==> config.mk <==
export PLATFORM = sky130hd
export DESIGN_NAME = ex_muldiv_seq
export DESIGN_NICKNAME = d
export VERILOG_FILES = /design/src/rtl/ex_muldiv_seq.sv
export SDC_FILE = /design/constraint.sdc
export NUM_CORES = 1
export LEC_CHECK = 0
export BUFFER_PORTS_ARGS = -buffer_cell sky130_fd_sc_hd__buf_2
export CAP_MARGIN = 40
export CELL_PAD_IN_SITES_DETAIL_PLACEMENT = 1
export CELL_PAD_IN_SITES_GLOBAL_PLACEMENT = 1
export CORE_AREA = 4 4 240 242
export DETAILED_ROUTE_END_ITERATION = 6
export DIE_AREA = 0 0 244 246
export MAX_ROUTING_LAYER = met4
export PLACE_DENSITY_LB_ADDON = 0.1
export SLEW_MARGIN = 15
export SYNTH_ARGS = -nofsm -noshare
export SYNTH_HDL_FRONTEND = slang
export SYNTH_SLANG_ARGS = --single-unit
==> constraint.sdc <==
create_clock -name clk -period 3.3 [get_ports clk]
set_clock_uncertainty 0.2 [all_clocks]
set_input_delay 0 -clock clk [delete_from_list [all_inputs] [get_ports clk]]
set_output_delay 0 -clock clk [all_outputs]
set_load 0.05 [all_outputs]
==> src/rtl/ex_muldiv_seq.sv <==
// Multi-cycle RV32M multiply/divide sequencer that sits beside the EX-stage ALU.
// Radix-2 shift-add multiply and restoring divide on operand magnitudes, with signs fixed up at the end.
module ex_muldiv_seq #(
    parameter int XLEN = 32
) (
    input  logic            clk,
    input  logic            rst,
    input  logic            start,
    input  logic [2:0]      id_ex_funct3,
    input  logic [XLEN-1:0] id_ex_rega,
    input  logic [XLEN-1:0] id_ex_regb,
    input  logic            flush,
    output logic            muldiv_stall,
    output logic            muldiv_done,
    output logic [XLEN-1:0] muldiv_result
);

    localparam int CW = $clog2(XLEN);
    localparam logic [CW-1:0] LAST = CW'(XLEN - 1);
    localparam logic [XLEN-1:0] MIN_NEG = {1'b1, {(XLEN-1){1'b0}}};

    typedef enum logic [1:0] {IDLE, CALC, FIX, DONE} state_t;

    state_t            state;
    logic [CW-1:0]     cnt;
    logic [2:0]        f3_q;
    logic              sign_a, sign_b;
    logic [XLEN-1:0]   mag_a, mag_b, orig_a;
    logic [2*XLEN-1:0] acc;

    logic              a_signed, b_signed, a_neg, b_neg;
    logic [XLEN-1:0]   mag_a_in, mag_b_in;
    logic [XLEN:0]     mul_sum, div_shift, div_diff;
    logic [2*XLEN-1:0] acc_next, prod_fix;
    logic [XLEN-1:0]   quot_fix, rem_fix, fix_result;
    logic              div_zero, div_ovf;

    // Operand signedness by funct3: MULH both, MULHSU rs1 only, DIV/REM both.
    always_comb begin
        a_signed = 1'b0;
        b_signed = 1'b0;
        case (id_ex_funct3)
            3'b001, 3'b100, 3'b110: begin a_signed = 1'b1; b_signed = 1'b1; end
            3'b010:                 a_signed = 1'b1;
            default: ;
        endcase
        a_neg    = a_signed & id_ex_rega[XLEN-1];
        b_neg    = b_signed & id_ex_regb[XLEN-1];
        mag_a_in = a_neg ? -id_ex_rega : id_ex_rega;
        mag_b_in = b_neg ? -id_ex_regb : id_ex_regb;
    end

    // acc holds {partial product, multiplier} for MUL and {remainder, quotient} for DIV.
    always_comb begin
        mul_sum   = {1'b0, acc[2*XLEN-1:XLEN]} + (acc[0] ? {1'b0, mag_a} : '0);
        div_shift = acc[2*XLEN-1:XLEN-1];
        div_diff  = div_shift - {1'b0, mag_b};
        if (f3_q[2]) begin
            if (div_diff[XLEN])
                acc_next = {div_shift[XLEN-1:0], acc[XLEN-2:0], 1'b0};
            else
                acc_next = {div_diff[XLEN-1:0], acc[XLEN-2:0], 1'b1};
        end else begin
            acc_next = {mul_sum, acc[XLEN-1:1]};
        end
    end

    always_comb begin
        div_zero = (mag_b == '0);
        div_ovf  = sign_a & sign_b & (mag_b == XLEN'(1)) & (orig_a == MIN_NEG);
        prod_fix = (sign_a ^ sign_b) ? -acc : acc;
        quot_fix = ((sign_a ^ sign_b) & ~div_zero) ? -acc[XLEN-1:0] : acc[XLEN-1:0];
        rem_fix  = sign_a ? -acc[2*XLEN-1:XLEN] : acc[2*XLEN-1:XLEN];
        if (div_zero) begin
            quot_fix = '1;
            rem_fix  = orig_a;
        end else if (div_ovf) begin
            quot_fix = orig_a;
            rem_fix  = '0;
        end
        case (f3_q)
            3'b000:         fix_result = prod_fix[XLEN-1:0];
            3'b100, 3'b101: fix_result = quot_fix;
            3'b110, 3'b111: fix_result = rem_fix;
            default:        fix_result = prod_fix[2*XLEN-1:XLEN];
        endcase
    end

    always_ff @(posedge clk) begin
        if (!rst) begin
            state         <= IDLE;
            cnt           <= '0;
            f3_q          <= '0;
            sign_a        <= 1'b0;
            sign_b        <= 1'b0;
            mag_a         <= '0;
            mag_b         <= '0;
            orig_a        <= '0;
            acc           <= '0;
            muldiv_done   <= 1'b0;
            muldiv_result <= '0;
        end else if (flush) begin
            state       <= IDLE;
            cnt         <= '0;
            muldiv_done <= 1'b0;
        end else begin
            case (state)
                IDLE: if (start) begin
                    f3_q   <= id_ex_funct3;
                    sign_a <= a_neg;
                    sign_b <= b_neg;
                    mag_a  <= mag_a_in;
                    mag_b  <= mag_b_in;
                    orig_a <= id_ex_rega;
                    acc    <= {{XLEN{1'b0}}, id_ex_funct3[2] ? mag_a_in : mag_b_in};
                    cnt    <= '0;
                    state  <= CALC;
                end
                CALC: begin
                    acc <= acc_next;
                    cnt <= cnt + 1'b1;
                    if (cnt == LAST)
                        state <= FIX;
                end
                FIX: begin
                    muldiv_result <= fix_result;
                    muldiv_done   <= 1'b1;
                    state         <= DONE;
                end
                DONE: begin
                    muldiv_done <= 1'b0;
                    state       <= IDLE;
                end
                default: state <= IDLE;
            endcase
        end
    end

    assign muldiv_stall = ((state == IDLE) & start) | (state == CALC) | (state == FIX);

endmodule
==> flow_summary.json, run 1 <==
{
  "outcome": "finished, violations left",
  "violations": "setup timing",
  "ios": 105,
  "die_w_um": 244,
  "drv_slew": 0,
  "clockRootBuffer": "clkbuf_16",
  "synthArstFlopShare_pct": 0,
  "fillers": 6698,
  "cts.sinks": 204,
  "grt_pass1_wl_um": 125800,
  "coreArea_um2": 55090,
  "gp_congestion": 0.9637,
  "synth_seq_cells": 204,
  "critPathKind": "register to register",
  "path_clk_slew_ns": 0.06,
  "yosys-top-cells-count": "314 x nand2_1, 204 x dfxtp_1, 188 x o21ai_0, 172 x a21oi_1, 149 x clkbuf_1",
  "synthFlopType": "dfxtp_1",
  "antenna_left": 0,
  "hold_class": "input port to register",
  "synth-edff-count": 0,
  "p_leak_nw": 9.977,
  "cp_max_fo": 8,
  "start_util_pct": 30.04,
  "clock_latency_ns": 0.60,
  "firstDrtPassIters": 5,
  "cts_buffers": 27,
  "rsz0062_at_grt": "true",
  "worst_slew_pin_slew_ns": 0.8590,
  "setup_tns_ns": -0.05001,
  "die-area_um2": 60020,
  "ys_warn_count": 0,
  "synth_top_area_share_pct": 24.68,
  "synthCells": 2218,
  "synth_area_leaders": "dfxtp_1 25%, nand2_1 7.1%, o21ai_0 5.7%, ha_1 5.7%, xnor2_1 5.7%",
  "setup.worst_path.end": "muldiv_result[30]",
  "min_period_ns": 3.344,
  "drc": 0,
  "drive_above_1_share_pct": 24.91,
  "pwr_density_cell_nw_per_um2": 350.8,
  "finalHoldViolations": 0,
  "vias_per_cell": 5.501,
  "end_kind": "register",
  "post-route-period-util_pct": 101.3,
  "grt_pass1_vias": 19000,
  "yosysSeqAreaShare_pct": 24.68,
  "synth.most_common_cell": "nand2_1",
  "fin_util_pct": 41.27,
  "dieHeight_um": 246,
  "place_ws_ns": -0.3419,
  "fin_nets": 2777,
  "irDropWorstVdd_mv": 0.3508,
  "crit_path_start": "acc[34]",
  "vias": 18700,
  "portBuffers": 104,
  "syn_to_final_growth_pct": 37.38,
  "cp.required_ns": 3.58,
  "rrSetupSlack_ns": -0.04,
  "num_rows": 86,
  "postSynthAreaPerCell_um2": 7.462,
  "setup_violations": 3,
  "drt-wirelength-per-cell_um": 25.03,
  "worst-r2r-cell-count": 11,
  "cts_tree": "yes",
  "grt_max_degree": 67,
  "cap_violations": 0,
  "grt.overflow.total": 0,
  "multi_input_area_um2": 12320,
  "worst_slack_ns": -0.04390,
  "synth_nets": 2366,
  "worstSetupStartpointType": "register",
  "synth.largest_area_cell": "dfxtp_1",
  "slew-limit-headroom_pct": 42.73,
  "reg2reg_from": "acc[34]",
  "gr-usage-all-layers_pct": 28.14,
  "layout.cells.non_filler": 3399,
  "htreeDepth": 1,
  "antenna_found_initial": 2,
  "hold_ws_ns": 0.05551,
  "post-dp-hpwl_um": 67670,
  "r2r-end": "muldiv_result[30]",
  "netlist_area_um2": 16550,
  "yosysUniqueCellTypes": 75,
  "fmax_ghz": 0.2991,
  "regArea_um2": 4099,
  "drt-initial-drc-count": 1369,
  "placedCellCount": 3220,
  "clk_path_buf_depth": 3,
  "routed_wl_um": 85090,
  "worst-endpoint-arrival_ns": 3.63
}
[metrics by stage]
stage / total power, mW / instance area [µm²]
5_1_grt: 8.313 / 22740
3_3_place_gp: 4.795 / 19860
2_1_floorplan: 3.816 / 16550
3_5_place_dp: 4.817 / 19860
4_1_cts: 7.975 / 22080
6_report: 7.976 / 22740
[layout make-up]
class                           instances  area share [%]
Timing Repair Buffer                  546           18.73
Antenna cell                            1         0.01101
Sequential cell                       204           18.03
Clock buffer                           40           3.318
Inverter                               67           1.128
Clock inverter                         10          0.4788
Tap cell                              748           4.116
Multi-Input combinational cell       1783           54.19
[state kept, by name, summed over array words and instances (netlist names), 2 cells and up]
| signal | flops |
|---|---|
| acc | 64 |
| mag_a | 32 |
| mag_b | 32 |
| muldiv_result | 32 |
| orig_a | 31 |
| cnt | 5 |
| f3_q | 3 |
| state | 2 |
[how the worst min path moves through the flow]
stage                     from         end  slack, ns  depth (start not counted)
2_1_floorplan  id_ex_funct3[0]     f3_q[0]      -0.06                          2
3_3_place_gp    id_ex_rega[28]  orig_a[28]       0.08                          3
3_5_place_dp    id_ex_rega[28]  orig_a[28]        0.1                          3
4_1_cts         id_ex_rega[28]  orig_a[28]       0.01                          4
5_1_grt         id_ex_rega[27]  orig_a[27]       0.07                          4
6_report        id_ex_rega[29]  orig_a[29]       0.06                          4
[power breakdown]
part	switching (mW)	leakage, nW	internal, mW
logic	1.37	7.89	0.909
registers	0.119	1.67	2.59
clock network	1.25	0.419	1.73
total	2.75	9.98	5.23
[kinds of logic after synthesis]
family          after synthesis  share of synthesized area [%]
mux                          65                          4.135
flops                       204                          24.68
simple gates                728                          20.84
compound gates              719                          28.81
xor+xnor                    194                          10.27
buf+inv                     231                          5.360
fa+ha+maj                    77                          5.912
[timing repair]
| item | 4_1_cts | 5_1_grt |
|---|---|---|
| resized for setup | 64 | 120 |
| hold buffers | 103 | 0 |
| hold endpoints to repair | 147 | 0 |
| setup endpoints to repair | 50 | 59 |
| buffers inserted | 8 | 15 |
| pin swaps | 24 | 41 |
| cloned | 0 | 2 |
[per-layer routing]
| layer | GRT usage (%) | up-vias | wire length (µm) |
|---|---|---|---|
| met5 | - | - | 0 |
| met4 | 6.076 | 0 | 2186 |
| met3 | 2.253 | 97 | 3343 |
| met2 | 46.25 | 431 | 39450 |
| met1 | 38.10 | 9361 | 40110 |
| li1 | - | 8810 | - |
[layout by cell type (no fill, tap or decap), types with 9 or more instances in the layout]
cell type and n:
buf_4 319, nand2_1 308, dfxtp_1 196, o21ai_0 161, a21oi_1 160, nor2_1 125
xnor2_1 105, buf_2 104, dlygate4sd3_1 103, xor2_1 82, ha_1 65, inv_1 63
o211a_1 63, and2_1 44, a21boi_0 43, nor3_1 38, mux2i_1 35, a21o_1 29
o211ai_1 28, clkbuf_16 28, o21ai_1 26, mux2_2 26, nor4_1 24, o31ai_1 24
nand3_1 23, a22oi_1 23, nand2b_1 22, nand4_1 20, or3_1 17, a211oi_1 17
or4_1 14, a31oi_1 14, o221ai_1 14, nor2b_1 12, a21oi_2 12, and3_1 10
clkbuf_1 10, buf_6 10, o21ai_2 9, o41ai_1 9
[critical path, stage by stage (launching register included)]
cell	delay [ns]
dfxtp_1	0.32
buf_4	0.18
or3b_4	0.42
or3_4	0.38
and4bb_2	0.36
nand3_2	0.10
or3_4	0.41
buf_6	0.14
o41ai_4	0.29
xnor2_1	0.13
a221oi_2	0.28
nor2_1	0.06
Power figures use the tool's default switching activity.
==> inputs of run 2 (changes only) <==
- CORE_AREA: 4 4 240 242 -> 4 4 183 318
- DIE_AREA: 0 0 244 246 -> 0 0 187 322
- SLEW_MARGIN: 15 -> 20
==> run 2 against run 1 <==
The run still ends with setup timing left. Register-to-register slack hardly changed. Setup slack worse by 0.013 ns. Sequential share of layout area is 0.13 points lower. Via count is 1.9% higher. Sequential power hardly changed. Final cell count is 0.21% lower. Power is 0.60% lower. Clock power is 2% lower. First-iteration DRC count is 23% lower. Maximum frequency is 0.40% lower. Critical path depth stayed put. Largest power group unchanged.
==> flow_summary.json, run 2 (synthesized netlist as in run 1, its figures left out) <==
{
  "critPathMaxStageDelay_ns": 0.55,
  "ios": 105,
  "slew-limit-headroom_pct": 43.17,
  "critPathSlowestCell": "or4_4",
  "p_leak_nw": 10.19,
  "clockRootBuffer": "clkbuf_16",
  "clock_latency_ns": 0.57,
  "power_mw": 7.928,
  "final_common_cell": "buf_4",
  "cts_tree": "yes",
  "drive_above_1_share_pct": 27.16,
  "outcome": "finished, violations left",
  "largest_reg_flops": 64,
  "syn_to_final_growth_pct": 38.36,
  "antenna_found_initial": 1,
  "coreArea_um2": 55340,
  "grt.overflow.total": 0,
  "cts.sinks": 204,
  "firstDrtPassIters": 6,
  "drt-initial-drc-count": 1058,
  "critPathKind": "register to register",
  "min_period_ns": 3.357,
  "drv_slew": 0,
  "end_kind": "register",
  "grt_max_degree": 104,
  "regMostFlops": "acc",
  "vias_per_cell": 5.620,
  "worst_slew_pin_slew_ns": 0.8524,
  "hold_class": "input port to register",
  "num_rows": 114,
  "htreeDepth": 1,
  "grt_pass1_wl_um": 131200,
  "crit_path_frequent_cell": "buf_4",
  "irDropWorstVdd_mv": 0.3252,
  "start_util_pct": 29.90,
  "vias": 19060,
  "setup_violations": 5,
  "worstPathCellList": "or4_4, or2_4, nor4_4, buf_4, nand3_2, or3_4, buf_4, o41ai_4, xnor2_1, a221oi_2, nor2_1",
  "fin_nets": 2824,
  "violations": "setup timing",
  "die-area_um2": 60210,
  "path_clk_slew_ns": 0.07,
  "place_ws_ns": -0.4060,
  "worst-endpoint-arrival_ns": 3.60,
  "cts_buffers": 25,
  "portBuffers": 104,
  "dieHeight_um": 322,
  "drc": 0,
  "post-route-period-util_pct": 101.7,
  "worstSetupStartpointType": "register",
  "drt-wirelength-per-cell_um": 26.38,
  "gp_congestion": 0.9760,
  "clk_path_buf_depth": 3,
  "gr-usage-all-layers_pct": 29.51,
  "pwr_density_cell_nw_per_um2": 346.2,
  "final_cell_mix": "396 x buf_4, 312 x nand2_1, 192 x dfxtp_1",
  "grt_pass1_vias": 20630,
  "routed_wl_um": 89490,
  "finalHoldViolations": 0,
  "cp.required_ns": 3.54,
  "rsz0062_at_grt": "true",
  "cap_violations": 0,
  "post-dp-hpwl_um": 72720,
  "fmax_ghz": 0.2979,
  "antenna_left": 0,
  "die_w_um": 187,
  "cp_max_fo": 7,
  "worst_slack_ns": -0.05724
}
==> run 2: cell types whose count changed in the layout (fill, tap and decap cells not counted), moves of 7 or more <==
cell | previous run | this run
buf_4 | 319 | 396
dlygate4sd3_1 | 103 | 82
buf_6 | 10 | 3
clkbuf_1 | 10 | 3
==> run 2: path summary, 6_finish.rpt <==
path / end / start / slack [ns] / cells after the start
worst max-delay path: muldiv_result[20] / acc[19] / -0.06 / 11
worst min-delay path: orig_a[5] / id_ex_rega[5] / 0.05 / 4
worst max register to register: muldiv_result[20] / acc[19] / -0.06 / 11
worst min register to register: mag_a[31] / mag_a[31] / 0.26 / 2
==> run 2: timing repair <==
| action | in CTS | in global routing |
|---|---|---|
| resized for setup | 72 | 104 |
| endpoints found under the hold margin | 138 | 0 |
| endpoints found under the setup margin | 58 | 71 |
| buffers inserted | 10 | 12 |
| pin swaps | 23 | 33 |
| hold buffers | 83 | 0 |
==> run 2: critical path: cells and delay by family (launching register included) <==
kind,cells,cell delay [ns]
AO/OA/AOI/OAI,2,0.58
AND/OR/NAND/NOR,6,1.64
buffers and inverters,2,0.36
XOR/XNOR,1,0.13
flip-flops,1,0.32
==> run 2: per-layer routing <==
| layer | track usage (%) | wire length (µm) | vias to the layer above |
|---|---|---|---|
| met3 | 2.115 | 2517 | 251 |
| met4 | 19.87 | 8079 | 0 |
| met1 | 28.85 | 31870 | 9472 |
| met2 | 55.60 | 47020 | 453 |
| met5 | - | 0 | - |
| li1 | - | - | 8886 |
==> run 2: power breakdown <==
group / switching (mW) / internal [mW] / total [mW]
combinational: 1.34 / 0.938 / 2.28
sequential: 0.118 / 2.59 / 2.71
clock: 1.26 / 1.68 / 2.94
total: 2.72 / 5.21 / 7.93
==> run 2: cell type report <==
cell class,instances,area (µm²)
sequential,204,4099
antenna,1,2.502
tap,696,870.8
multi-input combinational,1783,12270
clock buffer,37,760.7
fill,6735,32440
inverter,67,251.5
clock inverter,9,88.84
timing repair buffer,595,4556
==> run 2: stage by stage <==
step / hold slack (ns) / utilization [%] / cell area [µm²] / std cells / setup TNS (ns)
after global routing: 0.05926 / 41.37 / 22900 / 3391 / -4.070
after global placement: 0.09680 / 36.80 / 20370 / 3242 / -16.12
after CTS: 0.05113 / 40.52 / 22420 / 3381 / -0.06545
after detailed placement: 0.1006 / 36.81 / 20370 / 3242 / -10.01
final: 0.05167 / 41.38 / 22900 / 3392 / -0.09165
after floorplan: -0.05508 / - / 16550 / 2218 / 0
==> inputs of run 3 (changes only) <==
- CORE_AREA: 4 4 183 318 -> 4 4 189 329
- DIE_AREA: 0 0 187 322 -> 0 0 193 333
- clock period: 3.3 -> 2.75 ns (I/O delays scaled with it)
==> run 3 against run 2 <==
Worst hold slack got worse by 0.035 ns. Sequential share of layout area shrank 2.0 points. Core utilization rose by 2.3 points. Non-clock buffer count is 253 higher. Combinational power rose by 41%. Power increased by 26%. Sequential power is 19% higher. The run still ends with setup timing left. Via count up 4.4%. Largest cell class unchanged. Maximum frequency is 3.9% lower.
==> flow_summary.json, run 3 (synthesized netlist as in run 1, its figures left out) <==
{
  "rsz0062_at_grt": "true",
  "start_util_pct": 27.95,
  "grt_pass1_wl_um": 137700,
  "antenna_left": 0,
  "fillers": 7093,
  "hold_ws_ns": 0.01691,
  "ios": 105,
  "post-route-period-util_pct": 127.0,
  "vias_per_cell": 5.342,
  "finalInstanceArea_um2": 25880,
  "clockRootBuffer": "clkbuf_16",
  "antenna_cells": 0,
  "r2r-end": "muldiv_result[8]",
  "clock_latency_ns": 0.58,
  "routed_wl_um": 93860,
  "timing.critical_path.buf_inv": 2,
  "min_period_ns": 3.493,
  "power_mw": 10.00,
  "gr-usage-met2_pct": 55.01,
  "irDropWorstVdd_mv": 0.3965,
  "use_met3_pct": 1.931,
  "drive_above_1_share_pct": 36.51,
  "vias": 19910,
  "cts_tree": "yes",
  "critPathKind": "register to register",
  "fmax_ghz": 0.2863,
  "outcome": "finished, violations left",
  "path_clk_slew_ns": 0.07,
  "placedCellCount": 3549,
  "place_ws_ns": -0.9523,
  "grt-busiest-layer": "met2",
  "critPathSlowestCell": "a222oi_1",
  "placed_cell_area_um2": 22660,
  "worst_slew_pin_slew_ns": 0.8020,
  "cts.sinks": 204,
  "gr-usage-all-layers_pct": 29.46,
  "seq_power_share_pct": 32.2,
  "final_common_cell": "buf_4",
  "cap_violations": 0,
  "firstDrtPassIters": 5,
  "fin_nets": 3077,
  "num_rows": 118,
  "cp.depth": 11,
  "syn_to_final_growth_pct": 56.35,
  "p_sw_share_pct": 34.20,
  "p_leak_nw": 11.66,
  "gp_congestion": 0.9647,
  "hold_class": "input port to register",
  "die_w_um": 193,
  "critPathMaxStageDelay_ns": 0.60,
  "largest_reg_flops": 64,
  "htreeDepth": 1,
  "final_cell_mix": "599 x buf_4, 300 x nand2_1, 189 x dfxtp_1",
  "setup_violations": 65,
  "pwr-share-comb_pct": 32.2,
  "critPathTopFamily": "simple AND/OR/NAND/NOR gates",
  "setup_tns_ns": -33.18,
  "dieHeight_um": 333,
  "worstPathCellList": "or4_4, or2_4, nor4_4, nand3_2, or3_4, buf_6, o21ai_2, xnor2_1, a222oi_1, buf_4, a21oi_2",
  "rrSetupSlack_ns": -0.74,
  "portBuffers": 104,
  "finalHoldViolations": 0,
  "violations": "setup timing",
  "post-dp-hpwl_um": 75820,
  "worst-r2r-cell-count": 11,
  "drc": 0,
  "pwr-share-clk_pct": 35.7,
  "drt-initial-drc-count": 945,
  "pwr_density_cell_nw_per_um2": 386.6,
  "end_kind": "register",
  "power.switching_mw": 3.421,
  "worst-endpoint-arrival_ns": 3.75,
  "grt.overflow.total": 0,
  "grt_util_met1_pct": 30.07,
  "coreArea_um2": 59200,
  "clk_path_buf_depth": 3,
  "hold_start": "id_ex_rega[8]",
  "grt_max_degree": 86,
  "worst_slack_ns": -0.7430,
  "fin_util_pct": 43.71,
  "drt-wirelength-per-cell_um": 25.18,
  "layout.cells.non_filler": 3727,
  "crit_path_start": "acc[19]",
  "die-area_um2": 64270,
  "regMostFlops": "acc",
  "setup.worst_path.end": "muldiv_result[8]",
  "drv_slew": 0,
  "reg2reg_from": "acc[19]",
  "cts_buffers": 25,
  "worstSetupStartpointType": "register",
  "antenna_found_initial": 0,
  "grt_pass1_vias": 21520,
  "cp_max_fo": 3,
  "cp.required_ns": 3.01,
  "p_int_mw": 6.583,
  "slew-limit-headroom_pct": 46.12
}
==> run 3: cell types whose count changed in the layout (fill, tap and decap cells not counted), sizes merged <==
cell | before | now
clkbuf | 37 | 34
dlymetal6s4s | 1 | 0
buf | 512 | 754
dlygate4sd3 | 82 | 94
diode | 1 | 0
clkinvlp | 2 | 3
inv | 69 | 67
clkinv | 4 | 6
bufinv | 1 | 2
==> run 3: worst reg2reg max path: stages (launching register included) <==
cell      delay [ns]
dfxtp_2         0.32
or4_4           0.56
or2_4           0.28
nor4_4          0.22
nand3_2         0.14
or3_4           0.46
buf_6           0.14
o21ai_2         0.12
xnor2_1         0.09
a222oi_1        0.60
buf_4           0.22
a21oi_2         0.04
==> run 3: power by group through the flow <==
stage | logic, mW | clock network [mW] | registers (mW)
after global routing | 3.43 | 3.76 | 3.23
after floorplan | 1.36 | 0 | 3.28
after global placement | 2.88 | 0 | 3.27
final | 3.22 | 3.57 | 3.22
after CTS | 3.16 | 3.66 | 3.22
after detailed placement | 2.92 | 0 | 3.28
==> run 3: how the worst min path moves through the flow <==
stage / depth (start not counted) / end
6_report: 7 / mag_a[12]
5_1_grt: 8 / mag_a[6]
4_1_cts: 7 / mag_a[12]
3_5_place_dp: 3 / orig_a[30]
3_3_place_gp: 3 / orig_a[30]
2_1_floorplan: 2 / mag_b[0]
==> run 3: area by class of cell <==
class | count | area, µm² | area share (%)
Multi-Input combinational cell | 1783 | 12980 | 50.17
Timing Repair Buffer | 848 | 6704 | 25.91
Sequential cell | 204 | 4110 | 15.88
Tap cell | 780 | 975.9 | 3.772
Clock buffer | 34 | 729.5 | 2.819
Inverter | 67 | 259.0 | 1.001
Clock inverter | 11 | 116.4 | 0.4497
==> run 3: what timing repair did <==
item                                   in CTS  in global routing
pin swaps                                  87                 61
setup endpoints to repair                  65                 86
gates resized for setup                   173                 80
endpoints found under the hold margin     158                  0
setup buffers                              37                 11
hold buffers                               94                  0
cloned                                      2                  0
==> run 3: metal layers <==
layer	routed length, µm	part of all wire [%]
met2	50630	54
met3	2363	2.5
met4	6697	7.1
met5	0	0
met1	34180	36
